**src/rtl/decode_stage_sequencer.sv**
```systemverilog
`default_nettype none
// ============================================================================
// Module   : decode_stage_sequencer
// Purpose  : Hands the single SRAM port to UART load, M2, M1 and VGA in turn,
//            with a guard cycle between owners and a per-stage timeout.
// Revision : 1.0 - initial release
// ============================================================================
module decode_stage_sequencer #(
    parameter logic [23:0] TIMEOUT_CYCLES = 24'd8388607
) (
    input  logic        Clock,
    input  logic        Reset,
    input  logic        Start,
    input  logic        UART_done,
    input  logic [17:0] UART_address,
    input  logic [15:0] UART_write_data,
    input  logic        UART_we_n,
    input  logic        M2_end,
    input  logic [17:0] M2_address,
    input  logic [15:0] M2_write_data,
    input  logic        M2_we_n,
    input  logic        M1_end,
    input  logic [17:0] M1_address,
    input  logic [15:0] M1_write_data,
    input  logic        M1_we_n,
    input  logic [17:0] VGA_address,
    output logic        UART_enable,
    output logic        M2_start_n,
    output logic        M1_start_n,
    output logic [17:0] SRAM_address,
    output logic [15:0] SRAM_write_data,
    output logic        SRAM_we_n,
    output logic [2:0]  Stage,
    output logic        Busy,
    output logic        Error
);

    localparam logic [3:0] c_S_IDLE    = 4'd0;
    localparam logic [3:0] c_S_LOAD    = 4'd1;
    localparam logic [3:0] c_S_GAP_L   = 4'd2;
    localparam logic [3:0] c_S_M2      = 4'd3;
    localparam logic [3:0] c_S_GAP_2   = 4'd4;
    localparam logic [3:0] c_S_M1      = 4'd5;
    localparam logic [3:0] c_S_GAP_1   = 4'd6;
    localparam logic [3:0] c_S_DISPLAY = 4'd7;
    localparam logic [3:0] c_S_ERROR   = 4'd8;

    logic [3:0]  r_state;
    logic [23:0] r_count;
    logic        r_m2_start_n;
    logic        r_m1_start_n;

    always_ff @(posedge Clock) begin
        if (Reset) begin
            r_state      <= c_S_IDLE;
            r_count      <= 24'd0;
            r_m2_start_n <= 1'b1;
            r_m1_start_n <= 1'b1;
        end else begin
            r_m2_start_n <= 1'b1;
            r_m1_start_n <= 1'b1;
            case (r_state)
                c_S_IDLE: begin
                    if (Start) begin
                        r_state <= c_S_LOAD;
                        r_count <= 24'd0;
                    end
                end
                c_S_LOAD: begin
                    // The end flag is checked first so it wins over a same-cycle timeout.
                    if (UART_done) begin
                        r_state <= c_S_GAP_L;
                        r_count <= 24'd0;
                    end else if (r_count == TIMEOUT_CYCLES) begin
                        r_state <= c_S_ERROR;
                        r_count <= 24'd0;
                    end else begin
                        r_count <= r_count + 24'd1;
                    end
                end
                c_S_GAP_L: begin
                    r_state      <= c_S_M2;
                    r_count      <= 24'd0;
                    r_m2_start_n <= 1'b0;
                end
                c_S_M2: begin
                    if (M2_end) begin
                        r_state <= c_S_GAP_2;
                        r_count <= 24'd0;
                    end else if (r_count == TIMEOUT_CYCLES) begin
                        r_state <= c_S_ERROR;
                        r_count <= 24'd0;
                    end else begin
                        r_count <= r_count + 24'd1;
                    end
                end
                c_S_GAP_2: begin
                    r_state      <= c_S_M1;
                    r_count      <= 24'd0;
                    r_m1_start_n <= 1'b0;
                end
                c_S_M1: begin
                    if (M1_end) begin
                        r_state <= c_S_GAP_1;
                        r_count <= 24'd0;
                    end else if (r_count == TIMEOUT_CYCLES) begin
                        r_state <= c_S_ERROR;
                        r_count <= 24'd0;
                    end else begin
                        r_count <= r_count + 24'd1;
                    end
                end
                c_S_GAP_1: begin
                    r_state <= c_S_DISPLAY;
                    r_count <= 24'd0;
                end
                c_S_DISPLAY: begin
                    if (Start) begin
                        r_state <= c_S_LOAD;
                        r_count <= 24'd0;
                    end
                end
                c_S_ERROR: begin
                    r_state <= c_S_ERROR;
                end
                default: begin
                    r_state <= c_S_IDLE;
                    r_count <= 24'd0;
                end
            endcase
        end
    end

    assign M2_start_n = r_m2_start_n;
    assign M1_start_n = r_m1_start_n;

    always_comb begin
        Stage           = 3'd0;
        Busy            = 1'b0;
        Error           = 1'b0;
        UART_enable     = 1'b0;
        SRAM_address    = 18'd0;
        SRAM_write_data = 16'd0;
        SRAM_we_n       = 1'b1;
        case (r_state)
            c_S_LOAD: begin
                Stage           = 3'd1;
                Busy            = 1'b1;
                UART_enable     = 1'b1;
                SRAM_address    = UART_address;
                SRAM_write_data = UART_write_data;
                SRAM_we_n       = UART_we_n;
            end
            c_S_M2: begin
                Stage           = 3'd2;
                Busy            = 1'b1;
                SRAM_address    = M2_address;
                SRAM_write_data = M2_write_data;
                SRAM_we_n       = M2_we_n;
            end
            c_S_M1: begin
                Stage           = 3'd3;
                Busy            = 1'b1;
                SRAM_address    = M1_address;
                SRAM_write_data = M1_write_data;
                SRAM_we_n       = M1_we_n;
            end
            c_S_DISPLAY: begin
                Stage        = 3'd4;
                SRAM_address = VGA_address;
            end
            c_S_GAP_L, c_S_GAP_2, c_S_GAP_1: begin
                Stage = 3'd5;
                Busy  = 1'b1;
            end
            c_S_ERROR: begin
                Stage = 3'd7;
                Error = 1'b1;
            end
            default: begin
                Stage = 3'd0;
            end
        endcase
    end

endmodule
`default_nettype wire

```
**config.mk**
```make
export PLATFORM = sky130hd
export DESIGN_NAME = decode_stage_sequencer
export DESIGN_NICKNAME = d
export VERILOG_FILES = /design/src/rtl/decode_stage_sequencer.sv
export SDC_FILE = /design/constraint.sdc
export NUM_CORES = 1
export LEC_CHECK = 0
export ABC_AREA = 1
export CAP_MARGIN = 20
export CORE_MARGIN = 1
export CORE_UTILIZATION = 37
export CTS_CLUSTER_DIAMETER = 60
export DETAILED_ROUTE_END_ITERATION = 6
export GPL_TIMING_DRIVEN = 0
export PLACE_DENSITY = 0.82
export SETUP_SLACK_MARGIN = 0.15
export SYNTH_ARGS = -nofsm -noshare
export SYNTH_HDL_FRONTEND = slang
export SYNTH_SLANG_ARGS = --single-unit
```
**constraint.sdc**
```tcl
create_clock -name Clock -period 2.1 [get_ports Clock]
set_clock_uncertainty 0.15 [all_clocks]
set_input_delay 0.315 -clock Clock [delete_from_list [all_inputs] [get_ports Clock]]
set_output_delay 0.315 -clock Clock [all_outputs]
set_load 0.1 [all_outputs]
```
==> results of run 1 <==
repair_timing:
action / 4_1_cts
cloned: 7
pin swaps: 19
buffers inserted: 30
endpoints found under the setup margin: 60
gates resized for setup: 456
through the flow:
step                      setup TNS (ns)  cells  cell area [um2]  utilization, %  setup WS [ns]
after floorplan                   -7.861    489             3007               -        -0.2678
after global placement            -36.91    740             4818           71.31         -1.007
after detailed placement          -37.47    740             4818           71.31         -1.030
after CTS                         -1.955    785             5968           88.33        -0.1125
logic make-up after synthesis:
group | count (synthesis)
buf+inv | 64
xor+xnor | 2
simple gates | 375
flops | 30
fa+ha+maj | 1
compound gates | 17
==> flow_metrics.env, run 1 <==
export IMPL_gp_congestion=0.8870
export IMPL_synth_cell_types=31
export IMPL_tool_error="[ERROR DPL-0038] Utilization greater than 100%, impossible to legalize"
export IMPL_cts_hold_buffers=0
export IMPL_clkSinkCount=30
export IMPL_start_util_pct=38.26
export IMPL_num_rows=30
export IMPL_pin_count=172
export IMPL_synth_common_cells="nand2_1 (228), nor2_1 (56), inv_1 (47)"
export IMPL_synth_xor_xnor_area_share_pct=0.6776
export IMPL_ys_async_sr_fraction_pct=0
export IMPL_yosys_top_cells_area="nand2_1 (33%), dfxtp_1 (23%), nand3_1 (8.1%)"
export IMPL_synth_edff_count=0
export IMPL_ys_ff_latch=30
export IMPL_yosys_warnings=0
export IMPL_grt_worst_endpoint="SRAM_write_data[0]"
export IMPL_worstEpCategory="top-level output"
export IMPL_post_synth_cell_area_avg_um2=5.286
export IMPL_synth_fa_ha_area_share_pct=0.4840
export IMPL_synth_top_area_share_pct=33.11
export IMPL_yosys_area_share_simple_pct=61.62
export IMPL_syn_area_um2=2585
export IMPL_numCtsBuffers=5
export IMPL_synth_top_family_by_area="simple AND/OR/NAND/NOR gates"
export IMPL_synth_main_ff_cell="dfxtp_1"
export IMPL_synth_cells=489
export IMPL_synth_most_common_cell="nand2_1"
export IMPL_root_buffer="clkbuf_8"
export IMPL_die_y_um=85.59
export IMPL_die_width_um=85.59
export IMPL_stop_stage="5_1_grt"
export IMPL_clockBufferDepth=2
export IMPL_ys_seq_area_share_pct=23.23
export IMPL_port_buffers=171
export IMPL_synth_top_area_cell="nand2_1"
export IMPL_cts_htree_levels=2
export IMPL_synth_compound_area_share_pct=4.066
export IMPL_dp_hpwl_mm=9.253
export IMPL_grt_max_degree=11
export IMPL_status="stopped before the end"
export IMPL_syn_num_nets=619
export IMPL_synthMuxAreaShare_pct=0
==> inputs of run 2 (changes only) <==
--- a/config.mk
+++ b/config.mk
@@ -8,12 +8,10 @@
 export ABC_AREA = 1
 export CAP_MARGIN = 20
 export CORE_MARGIN = 1
-export CORE_UTILIZATION = 37
-export CTS_CLUSTER_DIAMETER = 60
+export CORE_UTILIZATION = 34
 export DETAILED_ROUTE_END_ITERATION = 6
 export GPL_TIMING_DRIVEN = 0
-export PLACE_DENSITY = 0.82
-export SETUP_SLACK_MARGIN = 0.15
+export PLACE_DENSITY_LB_ADDON = 0.15
 export SYNTH_ARGS = -nofsm -noshare
 export SYNTH_HDL_FRONTEND = slang
 export SYNTH_SLANG_ARGS = --single-unit
==> run 2 against run 1 <==
  * The flow now finishes, with violations (setup timing)
  * Synthesized area is the same
  * Synthesized cell count is the same
==> flow_metrics.env, run 2 <==
export IMPL_yosys_top_cells_area="nand2_1 (33%), dfxtp_1 (23%), nand3_1 (8.1%)"
export IMPL_syn_num_nets=619
export IMPL_drt_wl_total_mm=15.34
export IMPL_final_cell_mix="nand2_1 (181), clkdlybuf4s50_1 (128), nor2_1 (48)"
export IMPL_pin_count=172
export IMPL_gp_congestion=0.9588
export IMPL_place_inst=759
export IMPL_largest_registers="r_count: 24 flops, r_state: 4 flops"
export IMPL_holdPathStages=1
export IMPL_grt_setup_unrepaired="yes"
export IMPL_num_rows=31
export IMPL_cap_violations=0
export IMPL_p_leak_nw=2.531
export IMPL_fin_cells=806
export IMPL_slew_headroom_pct=35.51
export IMPL_finalSetupTns_ns=-3.330
export IMPL_synth_common_cells="nand2_1 (228), nor2_1 (56), inv_1 (47)"
export IMPL_syn2layout_area_growth_pct=126.9
export IMPL_num_nets_final=835
export IMPL_cp_arrival_ns=1.81
export IMPL_numCtsBuffers=5
export IMPL_antenna_found_initial=3
export IMPL_max_stage_delay_ns=0.40
export IMPL_path_class="flip-flop to output pin"
export IMPL_die_width_um=89.20
export IMPL_synth_cells=489
export IMPL_grt_max_degree=11
export IMPL_path_max_fanout=8
export IMPL_drt_iter0_drc=392
export IMPL_cp_slowest_cell="dfxtp_4"
export IMPL_largest_reg_flops=24
export IMPL_fin_crit_sh_pct=108.3
export IMPL_design_area_um2=5864
export IMPL_end_kind="output pin"
export IMPL_synth_top_area_share_pct=33.11
export IMPL_critPathLaunchType="flip-flop"
export IMPL_reg2reg_depth=11
export IMPL_die_area_um2=7956
export IMPL_insertion_delay_ns=0.28
export IMPL_power_density_nw_per_um2=1324
export IMPL_grt_pass1_wl_mm=19.67
export IMPL_critPathRequiredTime_ns=1.63
export IMPL_hold_end="M2_start_n$_SDFF_PP1_"
export IMPL_worstHoldPathType="flip-flop to flip-flop"
export IMPL_setup_ws_ns=-0.1734
export IMPL_max_freq_mhz=439.9
export IMPL_root_buffer="clkbuf_8"
export IMPL_layout_min_cycle_time_ns=2.273
export IMPL_r2r_start="r_state[0]$_SDFFE_PP0N_"
export IMPL_drtAntennaViolNets=0
export IMPL_grt_usage_pct=32.82
export IMPL_ys_ff_latch=30
export IMPL_grt_pass1_vias=3915
export IMPL_start_util_pct=35.45
export IMPL_hold_violations=0
export IMPL_violations="setup timing"
export IMPL_port_buffers=171
export IMPL_cts_tree="built"
export IMPL_cts_hold_buffers=0
export IMPL_top_register="r_count"
export IMPL_synth_main_ff_cell="dfxtp_1"
export IMPL_detail_route_wl_per_cell_um=19.03
export IMPL_vias_per_cell=5.355
export IMPL_vias=4316
export IMPL_post_synth_cell_area_avg_um2=5.286
export IMPL_vdd_drop_max_mv=0.9915
export IMPL_dp_hpwl_mm=9.501
export IMPL_ys_async_sr_fraction_pct=0
export IMPL_layout_drive_gt1_share_pct=27.80
export IMPL_setup_viol=36
export IMPL_mostFrequentLayoutCell="nand2_1"
export IMPL_worst_pin_slew_ns=0.9711
export IMPL_hp_start="r_state[1]$_SDFFE_PP0N_"
export IMPL_synth_cell_types=31
export IMPL_first_pass_iters=5
export IMPL_reg2reg_slack_ns=0
export IMPL_syn_area_um2=2585
export IMPL_place_area_um2=4707
export IMPL_synth_edff_count=0
export IMPL_coreArea_um2=7292
export IMPL_clkSinkCount=30
export IMPL_path_delay_family="buffers and inverters"
export IMPL_clockBufferDepth=2
export IMPL_r2r_end="r_count[21]$_SDFFE_PP0P_"
export IMPL_critPathBufInv=4
export IMPL_cts_htree_levels=2
export IMPL_path_clk_slew_ns=0.06
export IMPL_filler_cell_count=442
export IMPL_crit_path_start="r_state[0]$_SDFFE_PP0N_"
export IMPL_ys_seq_area_share_pct=23.23
export IMPL_drv_slew=0
export IMPL_drc=0
export IMPL_path_cells="inv_6 -> nor2_4 -> nand2_4 -> nor2_4 -> buf_12 -> buf_8 -> nand2_4 -> nand4_1 -> buf_12"
export IMPL_synth_most_common_cell="nand2_1"
export IMPL_power_mw=7.762
export IMPL_grt_overflow_total=0
export IMPL_yosys_warnings=0
export IMPL_die_y_um=89.20
export IMPL_status="complete, but fails checks"
export IMPL_synth_top_area_cell="nand2_1"
run 2: cell counts after synthesis:
Identical to the previous run, type by type.
run 2: area by class of cell:
| type | instances | area, um2 | share of cell area (%) |
|---|---|---|---|
| Timing Repair Buffer | 209 | 2437 | 41.56 |
| Tap cell | 99 | 123.9 | 2.112 |
| Buffer | 15 | 242.7 | 4.139 |
| Sequential cell | 30 | 615.6 | 10.50 |
| Multi-Input combinational cell | 395 | 2126 | 36.25 |
| Inverter | 49 | 206.4 | 3.520 |
| Clock buffer | 7 | 107.6 | 1.835 |
| Antenna cell | 2 | 5.005 | 0.08534 |
run 2: kinds of logic (layout without fill, tap and decap cells):
kind of cell | Yosys count | in the layout | share of synthesized area, %
AO/OA/AOI/OAI | 17 | 17 | 4.067
XOR/XNOR | 2 | 2 | 0.6778
adder cells (fa/ha/maj) | 1 | 1 | 0.4839
buffers and inverters | 64 | 280 | 9.922
flip-flops | 30 | 30 | 23.23
other | 0 | 2 | 0
AND/OR/NAND/NOR | 375 | 375 | 61.62
run 2: power breakdown:
group          leakage [nW]  switching [mW]  internal (mW)
logic                  2.23            4.19           2.32
clock network        0.0555           0.231          0.332
registers             0.245          0.0695          0.618
run 2: repair_timing:
item,in CTS,in global routing
cloned,8,0
pin swaps,24,18
setup endpoints to repair,60,56
resized for setup,413,46
setup buffers,21,9
run 2: how the worst max path moves through the flow:
stage                         end  slack (ns)  cells past startpoint
6_report         SRAM_address[14]       -0.17                      9
5_1_grt          SRAM_address[13]       -0.21                      9
4_1_cts          SRAM_address[13]       -0.11                      9
3_5_place_dp   SRAM_write_data[7]       -1.10                      8
3_3_place_gp   SRAM_write_data[7]       -1.12                      8
2_1_floorplan    SRAM_address[10]       -0.27                      7
run 2: layer usage:
| metal | global-route usage (%) | vias to the layer above | part of all wire [%] |
|---|---|---|---|
| li1 | - | 1984 | - |
| met1 | 37.91 | 2001 | 36 |
| met2 | 55.10 | 270 | 48 |
| met3 | 11.27 | 59 | 12 |
| met4 | 14.29 | 2 | 3.3 |
| met5 | 0 | - | 0.12 |
run 2: per-stage QoR:
step	util [%]	hold WS (ns)	worst slack (ns)
floorplan	-	0.2244	-0.2704
global placement	64.55	0.3328	-1.123
detailed placement	64.55	0.3264	-1.102
CTS	76.82	0.3481	-0.1133
global route	80.39	0.3586	-0.2135
finish	80.42	0.3465	-0.1734
Note: power is estimated with default switching activity, not from simulation.
==> inputs of run 3 (changes only) <==
--- a/config.mk
+++ b/config.mk
@@ -11,6 +11,7 @@
 export CORE_UTILIZATION = 34
 export DETAILED_ROUTE_END_ITERATION = 6
 export GPL_TIMING_DRIVEN = 0
+export HOLD_SLACK_MARGIN = 0.1
 export PLACE_DENSITY_LB_ADDON = 0.15
 export SYNTH_ARGS = -nofsm -noshare
 export SYNTH_HDL_FRONTEND = slang
==> results of run 3 <==
The final DEF is identical to that of run 2; final timing and power are the same.
